--- src/rtl/mult_pkg.sv ---
// Shared types and sizing helpers for the sequential shift-and-add multiplier.
package mult_pkg;

    typedef enum logic [1:0] {
        IDLE = 2'd0,
        CALC = 2'd1,
        DONE = 2'd2
    } state_t;

    localparam int unsigned DEF_WIDTH = 8;

    // Counter must index WIDTH-1; never narrower than one bit.
    function automatic int unsigned cnt_width(input int unsigned w);
        return (w < 2) ? 1 : $clog2(w);
    endfunction

    localparam int unsigned DEF_CNT_W = cnt_width(DEF_WIDTH);

endpackage

--- src/rtl/seq_multiplier_if.sv ---
// Operand/result handshake bundle between a requester and seq_multiplier.
interface seq_multiplier_if #(
    parameter int unsigned WIDTH = 8
);
    logic                   in_valid;
    logic                   in_ready;
    logic [WIDTH-1:0]       a;
    logic [WIDTH-1:0]       b;
    logic                   signed_mode;
    logic                   out_valid;
    logic                   out_ready;
    logic [2*WIDTH-1:0]     product;
    logic                   busy;

    modport master (
        output in_valid, a, b, signed_mode, out_ready,
        input  in_ready, out_valid, product, busy
    );

    modport slave (
        input  in_valid, a, b, signed_mode, out_ready,
        output in_ready, out_valid, product, busy
    );
endinterface

--- src/rtl/mult_abs.sv ---
// Conditional two's-complement negation; yields a magnitude when negate is the sign bit.
module mult_abs #(
    parameter int unsigned W = 8
) (
    input  logic [W-1:0] value,
    input  logic         negate,
    output logic [W-1:0] result
);
    assign result = negate ? (W'(0) - value) : value;
endmodule

--- src/rtl/seq_multiplier.sv ---
// Sequential shift-and-add multiplier: one WIDTH+1 bit add per cycle, signed via magnitudes.
module seq_multiplier
    import mult_pkg::*;
#(
    parameter int unsigned WIDTH = 8
) (
    input  logic             clk,
    input  logic             rst_n,
    seq_multiplier_if.slave  bus
);
    localparam int unsigned CNT_W = cnt_width(WIDTH);
    localparam int unsigned PW    = 2 * WIDTH;

    state_t             state_q, state_d;
    logic [PW-1:0]      acc_q, acc_d;
    logic [WIDTH-1:0]   ma_q, ma_d;
    logic [WIDTH-1:0]   mb_q, mb_d;
    logic [CNT_W-1:0]   cnt_q, cnt_d;
    logic               neg_q, neg_d;
    logic [PW-1:0]      product_q, product_d;
    logic               in_ready_q, in_ready_d;
    logic               out_valid_q, out_valid_d;
    logic               busy_q, busy_d;

    logic [WIDTH-1:0]   mag_a, mag_b;
    logic [WIDTH:0]     sum_c;
    logic [PW-1:0]      acc_step;
    logic [PW-1:0]      acc_signed;
    logic               last_c;

    mult_abs #(.W(WIDTH)) u_abs_a (
        .value  (bus.a),
        .negate (bus.signed_mode & bus.a[WIDTH-1]),
        .result (mag_a)
    );

    mult_abs #(.W(WIDTH)) u_abs_b (
        .value  (bus.b),
        .negate (bus.signed_mode & bus.b[WIDTH-1]),
        .result (mag_b)
    );

    // Add into the upper half keeping the carry, then shift the whole accumulator right.
    assign sum_c    = (WIDTH+1)'(acc_q[PW-1:WIDTH]) + (mb_q[0] ? (WIDTH+1)'(ma_q) : '0);
    assign acc_step = PW'({sum_c, acc_q[WIDTH-1:0]} >> 1);
    assign last_c   = (cnt_q == CNT_W'(WIDTH - 1));

    // Result sign is applied to the final step so product is registered on DONE entry.
    mult_abs #(.W(PW)) u_neg_res (
        .value  (acc_step),
        .negate (neg_q),
        .result (acc_signed)
    );

    always_ff @(posedge clk) begin
        if (!rst_n) begin
            state_q <= IDLE;
        end else begin
            state_q <= state_d;
        end
    end

    always_comb begin
        state_d   = state_q;
        acc_d     = acc_q;
        ma_d      = ma_q;
        mb_d      = mb_q;
        cnt_d     = cnt_q;
        neg_d     = neg_q;
        product_d = product_q;

        case (state_q)
            IDLE: begin
                if (bus.in_valid && in_ready_q) begin
                    ma_d    = mag_a;
                    mb_d    = mag_b;
                    neg_d   = bus.signed_mode & (bus.a[WIDTH-1] ^ bus.b[WIDTH-1]);
                    acc_d   = '0;
                    cnt_d   = '0;
                    state_d = CALC;
                end
            end
            CALC: begin
                acc_d = acc_step;
                mb_d  = mb_q >> 1;
                cnt_d = cnt_q + CNT_W'(1);
                if (last_c) begin
                    product_d = acc_signed;
                    state_d   = DONE;
                end
            end
            DONE: begin
                if (bus.out_ready) begin
                    state_d = IDLE;
                end
            end
            default: state_d = IDLE;
        endcase

        in_ready_d  = (state_d == IDLE);
        out_valid_d = (state_d == DONE);
        busy_d      = (state_d != IDLE);
    end

    always_ff @(posedge clk) begin
        if (!rst_n) begin
            acc_q       <= '0;
            ma_q        <= '0;
            mb_q        <= '0;
            cnt_q       <= '0;
            neg_q       <= 1'b0;
            product_q   <= '0;
            in_ready_q  <= 1'b1;
            out_valid_q <= 1'b0;
            busy_q      <= 1'b0;
        end else begin
            acc_q       <= acc_d;
            ma_q        <= ma_d;
            mb_q        <= mb_d;
            cnt_q       <= cnt_d;
            neg_q       <= neg_d;
            product_q   <= product_d;
            in_ready_q  <= in_ready_d;
            out_valid_q <= out_valid_d;
            busy_q      <= busy_d;
        end
    end

    assign bus.in_ready  = in_ready_q;
    assign bus.out_valid = out_valid_q;
    assign bus.busy      = busy_q;
    assign bus.product   = product_q;

endmodule

--- src/flat_wrapper.sv ---
// flat-port wrapper written by rule: the top's interface ports become plain ports
module seq_multiplier_flat import mult_pkg::*;
#(
    parameter int unsigned WIDTH = 8
)
  (clk, rst_n, bus_in_valid, bus_a, bus_b, bus_signed_mode, bus_out_ready, bus_in_ready, bus_out_valid, bus_product, bus_busy);
  seq_multiplier_if #(.WIDTH(WIDTH)) bus_i ();
  input  logic clk;
  input  logic rst_n;
  input wire logic [$bits(bus_i.in_valid)-1:0] bus_in_valid;
  input wire logic [$bits(bus_i.a)-1:0] bus_a;
  input wire logic [$bits(bus_i.b)-1:0] bus_b;
  input wire logic [$bits(bus_i.signed_mode)-1:0] bus_signed_mode;
  input wire logic [$bits(bus_i.out_ready)-1:0] bus_out_ready;
  output wire logic [$bits(bus_i.in_ready)-1:0] bus_in_ready;
  output wire logic [$bits(bus_i.out_valid)-1:0] bus_out_valid;
  output wire logic [$bits(bus_i.product)-1:0] bus_product;
  output wire logic [$bits(bus_i.busy)-1:0] bus_busy;
  assign bus_i.in_valid = bus_in_valid;
  assign bus_i.a = bus_a;
  assign bus_i.b = bus_b;
  assign bus_i.signed_mode = bus_signed_mode;
  assign bus_i.out_ready = bus_out_ready;
  assign bus_in_ready = bus_i.in_ready;
  assign bus_out_valid = bus_i.out_valid;
  assign bus_product = bus_i.product;
  assign bus_busy = bus_i.busy;
  seq_multiplier #(.WIDTH(WIDTH)) u_core (.clk(clk), .rst_n(rst_n), .bus(bus_i));
endmodule
--- config.mk ---
export PLATFORM = sky130hd
export DESIGN_NAME = seq_multiplier_flat
export DESIGN_NICKNAME = d
export VERILOG_FILES = /design/src/rtl/mult_pkg.sv /design/src/rtl/seq_multiplier_if.sv /design/src/rtl/mult_abs.sv /design/src/rtl/seq_multiplier.sv /design/src/flat_wrapper.sv
export SDC_FILE = /design/constraint.sdc
export NUM_CORES = 1
export LEC_CHECK = 0
export BUFFER_PORTS_ARGS = -buffer_cell sky130_fd_sc_hd__buf_2
export CAP_MARGIN = 20
export CORE_UTILIZATION = 55
export CTS_BUF_LIST = sky130_fd_sc_hd__clkbuf_16
export DETAILED_ROUTE_END_ITERATION = 8
export GPL_TIMING_DRIVEN = 0
export PLACE_DENSITY = 0.84
export SETUP_SLACK_MARGIN = 0.3
export SYNTH_ARGS = -nofsm -noshare
export SYNTH_HDL_FRONTEND = slang
export SYNTH_SLANG_ARGS = --single-unit
--- constraint.sdc ---
create_clock -name clk -period 4.9 [get_ports clk]
set_input_delay 0.245 -clock clk [delete_from_list [all_inputs] [get_ports clk]]
set_output_delay 0.245 -clock clk [all_outputs]
set_load 0.01 [all_outputs]
**Yosys cells after proc, flatten, opt, wreduce, memory -nomap -nowiden**

Index checks and enable logic that the tools add are counted.

- Input port bits: 21
- Flip-flop bits (word level): 57
- Output and inout bits: 19

- Multiplexer cells: 14
- Equality and inequality tests: 5
- Bitwise operators: 4
- $add $sub $neg: 5
- Reductions and logical operators: 8

Operators by type and width:

| operator | number |
|---|---|
| $mux 16 | 2 |
| $mux 8 | 4 |
| $pmux 16 s2 | 1 |
| $pmux 8 s2 | 1 |
| $sub 1x16->16 const A | 1 |
| $sub 1x8->8 const A | 2 |
| $add 8x9->9 | 1 |
| $mux 2 | 3 |
| $pmux 2 s3 | 1 |
| $pmux 3 s2 | 1 |
| $reduce_and 2->1 | 3 |
| $eq 2x2->1 const B | 2 |
| $logic_not 2->1 | 2 |
| $reduce_bool 2->1 | 2 |
| $add 3x1->3 const B | 1 |
| $and 1x1->1 | 3 |
| $eq 3x3->1 const B | 1 |
| $mux 3 | 1 |
| $eq 2x1->1 const B | 1 |
| $ne 2x1->1 const B | 1 |
| $logic_and 1x1->1 | 1 |
| $xor 1x1->1 | 1 |

**Longest topological paths before layout**

- Depth after elaboration: 4
- Mapped depth: 9
- Mapped depth without buffers: 9

**By module**

Synthesis repeated with hierarchy kept, for this count alone.

- Cell total of the unflattened synthesis: 381
- Area, all modules: 3218.1 um^2

Modules (own cells, without submodules):

| module | area an instance (um^2) | cells each | times used |
|---|---|---|---|
| seq_multiplier | 2522.4 | 292 | 1 |
| mult_abs (u_core.u_neg_res) | 352.8 | 47 | 1 |
| mult_abs (u_core.u_abs_a ...) | 171.4 | 21 | 2 |

**Worst setup path after synthesis**

OpenSTA, ideal clock, no wires.

- Kind: flip-flop to flip-flop
- Start point: register u_core.mb_q[0]
- End point: register u_core.product_q[14], in the netlist u_core.bus.product[14]
- Stages on the path, launching flop included: 10
- Clock period less this slack: 2.789 ns
- Slack: 2.111 ns
- Buffers on the path: 0
- Arrival time: 2.656 ns
- Path through: dfxtp_1 -> and2_1 -> ha_1 -> fa_1 -> or4_4 -> or3_1 -> o21bai_4 -> o41ai_2 -> xor2_1 -> a21oi_1

- Longest elaborated chain between the ends: 4

RTL lines:

| item | RTL line | text |
|---|---|---|
| start: declaration | seq_multiplier.sv:17 | `logic [WIDTH-1:0] mb_q, mb_d;` |
| start signal: assignment | seq_multiplier.sv:119 | `mb_q <= mb_d;` |
| $mux 8 * | seq_multiplier.sv:44 | `assign sum_c = (WIDTH+1)'(acc_q[PW-1:WIDTH]) + (mb_q[0] ? (WIDTH+1)'(ma_q) : '0);` |
| $add 8x9->9 * | seq_multiplier.sv:44 |  |
| $sub 1x16->16 | mult_abs.sv:9 | `assign result = negate ? (W'(0) - value) : value;` |
| $mux 16 * | mult_abs.sv:9 |  |
| end signal: assignment | seq_multiplier.sv:122 | `product_q <= product_d;` |
| end: declaration | seq_multiplier.sv:20 | `logic [PW-1:0] product_q, product_d;` |

Every way passes the cells marked *; elsewhere a longest branch is shown, timed or not.
A chain may end at the register's enable or synchronous reset.

**Worst setup path in the final report**

- Start point: register u_core.mb_q[0]
- End point: register u_core.product_q[12], in the netlist u_core.bus.product[12]

Same word-level chain as after synthesis.

==> reports/metrics.yaml <==
hold_path:
  worstHoldPathType: "in2reg"
critical_path:
  worst_setup_path_start_kind: "register"
  crit_arrival_ns: 3.28
  regToRegEndpoint: "u_core.bus.product[12]$_SDFFE_PN0P_"
  crit_required_ns: 5.11
  cp-end-kind: "register"
  crit_path_start: "u_core.mb_q[0]$_SDFFE_PN0P_"
  rr_worst_depth: 9
  r2r_slack_ns: 1.83
  crit_fanout: 9
  r2r-start: "u_core.mb_q[0]$_SDFFE_PN0P_"
  cp-endpoint: "u_core.bus.product[12]$_SDFFE_PN0P_"
  critical_path_class: "reg2reg"
synth:
  ys.flop_type: "dfxtp_1"
  synth.yosys.warnings: 0
  async_flop_share_pct: 0
  yosysSeqAreaShare_pct: 38.0
  synth_edf_count: 0
  synth_most_common_cell: "dfxtp_1"
  yosys.cell_types.count: 52
  synth.net_count: 377
  post-synth-top-area-cell: "dfxtp_1"
  synthCells: 342
  yosys-top-cells-area: "dfxtp_1, nor2_1, ha_1, xor2_1, a211oi_1"
  synth_commonest_cells: "dfxtp_1, nor2_1, nand2_1, a21oi_1, xor2_1"
  netlist_area_sq_mm: 0.00295
  synth.top_cell.area_share_pct: 38.0
  synth.ff_latch_count: 56
  syn_area_per_cell_sq_um: 8.62
route:
  first_pass_iters: 5
  vias: 2749
  drc_errors: 0
  wl_microns: 6860
  ant_nets: 0
  wl_per_cell_microns: 15.0
  vias_per_cell: 5.99
  drtIter0Drc: 193
final_layout:
  fill_cells: 467
  diodes: 0
  multiInputGateArea_sq_mm: 0.00172
  drive_gt1_share_pct: 14.9
  area_delta_synth_final_pct: 15.3
  nets: 423
  seqCellArea_sq_mm: 0.00112
power:
  power_mw: 1.01
  seqPwrFrac_pct: 47.5
  combinationalPowerShare_pct: 12.2
  p_leak_nw: 1.45
  swShare_pct: 24.9
  netSwitchingPower_uw: 252
  powerDensity_mw_per_mm2: 297
  power.internal_uw: 758
  p_clk_share_pct: 40.4
  ir_worst_vdd_mv: 0.215
sta:
  hold_viol: 0
  max_freq_mhz: 326
  slew_headroom_pct: 50.9
  setup_viol: 0
  skew_ns: 0.00612
  slew_viol_final: 0
  min_period_ns: 3.07
  tightestPinTransition_ns: 0.737
  finalSetupTns_ns: 0
  rsz0062_at_grt: "false"
  fin_crit_sh_pct: 62.6
clocking:
  cts_htree_levels: 2
  post_cts_buffers: 0
  clk_pin_slew_ns: 0.07
  cts_buffer_depth: 2
  postCtsHoldBufs: 0
  cts_resized: 0
  cts_root_buf: "clkbuf_16"
  cts_tree: "built"
  clkSinkCount: 56
  clock_latency_ns: 0.29
  cts_inserted_buffers: 5
die:
  start_util_pct: 57.4
  rows: 26
  ios: 40
  die-area_sq_mm: 0.00566
  die_y_microns: 75.2
  core_region_area_sq_mm: 0.00514
  dieWidth_microns: 75.2
global_route:
  first_global_vias: 2505
  met2_usage_pct: 46.6
  gr-total-overflow: 0
  grtUsageTotal_pct: 26.5
  grt_max_degree: 18
  grt_busiest_layer: "met2"
  use_met1_pct: 33.8
  antenna_found_initial: 0
  grt_first_pass_wirelength_microns: 11400
  use_met3_pct: 4.02
place:
  portBuffers: 39
  dp_hpwl_microns: 4970
  gp_congestion: 0.850
flow_run:
  cap_violations: 0
outcome:
  run_status: "completed"
-- worst max-delay path, cell delays in order (launching register included) --
cell and delay [ns]:
dfxtp_1 0.46, and2_1 0.17, ha_1 0.19, fa_1 0.49
or4_4 0.51, or3_1 0.40, o21bai_4 0.19, o21ai_0 0.23
xor2_1 0.10, a211oi_1 0.23
-- through the flow --
step                worst slack [ns]  instances  hold WS [ns]  area, sq um  utilization (%)
floorplan                       2.11        342         0.381         2950                -
global placement                1.91        451         0.443         3230             62.9
detailed placement              1.87        451         0.454         3230             62.9
CTS                             1.84        459         0.217         3400             66.1
global route                    1.64        459         0.227         3400             66.1
finish                          1.83        459         0.217         3400             66.1
-- sequential cells by signal, indices dropped and copies added (netlist names) --
name,count
u_core.bus.busy,1
u_core.bus.product,16
u_core.cnt_q,3
u_core.neg_q,1
u_core.ma_q,8
u_core.bus.out_valid,1
u_core.mb_q,8
u_core.acc_q,15
u_core.bus.in_ready,1
u_core.state_q,2
-- per-layer routing --
metal | wire [microns] | part of all wire [%] | up-vias
li1 | - | - | 1335
met4 | 80 | 1.2 | 0
met5 | 0 | 0 | -
met3 | 388 | 5.7 | 9
met2 | 3440 | 50 | 90
met1 | 2960 | 43 | 1315
-- area by class of cell --
class	count	share of cell area [%]
multi-input combinational	258	50.7
sequential	56	33.0
inverter	10	1.10
clock buffer	5	3.68
clock inverter	3	1.25
tap	70	2.58
timing repair buffer	39	5.74
buffer	18	1.99
-- cell usage in the layout, fill, tap and decap left out, types with 4 or more instances in the layout --
cell,instances
a211oi_1,16
a21oi_1,19
a222oi_1,7
a22oi_1,16
and2_1,11
buf_2,39
clkbuf_1,16
clkbuf_16,5
dfxtp_1,56
ha_1,13
inv_1,10
nand2_1,26
nand3_1,5
nor2_1,51
nor3_1,5
o21ai_0,8
o31ai_1,4
or2_2,4
xnor2_1,6
xor2_1,18
-- power groups by stage --
stage | Clock (mW) | Combinational (mW) | Sequential (mW)
2_1_floorplan | 0 | 0.0830 | 0.488
6_report | 0.408 | 0.123 | 0.479
5_1_grt | 0.430 | 0.136 | 0.481
3_5_place_dp | 0 | 0.121 | 0.490
3_3_place_gp | 0 | 0.118 | 0.489
4_1_cts | 0.410 | 0.122 | 0.479
-- how the worst min path moves through the flow --
stage	slack, ns	startpoint	to	cells after the start
finish	0.22	bus_a[0]	u_core.ma_q[0]$_SDFFE_PN0P_	3
CTS	0.22	bus_a[0]	u_core.ma_q[0]$_SDFFE_PN0P_	3
global placement	0.44	u_core.mb_q[7]$_SDFFE_PN0P_	u_core.mb_q[7]$_SDFFE_PN0P_	2
detailed placement	0.45	u_core.mb_q[7]$_SDFFE_PN0P_	u_core.mb_q[7]$_SDFFE_PN0P_	2
global route	0.23	bus_a[0]	u_core.ma_q[0]$_SDFFE_PN0P_	3
floorplan	0.38	bus_a[0]	u_core.ma_q[0]$_SDFFE_PN0P_	2
-- cells by family (layout without fill, tap and decap cells) --
kind of cell,Yosys count,after routing,synth area share (%)
and+or+nand+nor,122,122,19.7
AOI/OAI and AO/OA,94,94,24.0
DFF,56,56,38.0
buffers and inverters,28,75,3.56
muxes,4,4,1.40
xor gates and xnor gates,24,24,7.13
adders and majority gates,14,14,6.19
No activity file was read; power rests on OpenSTA's default activity.
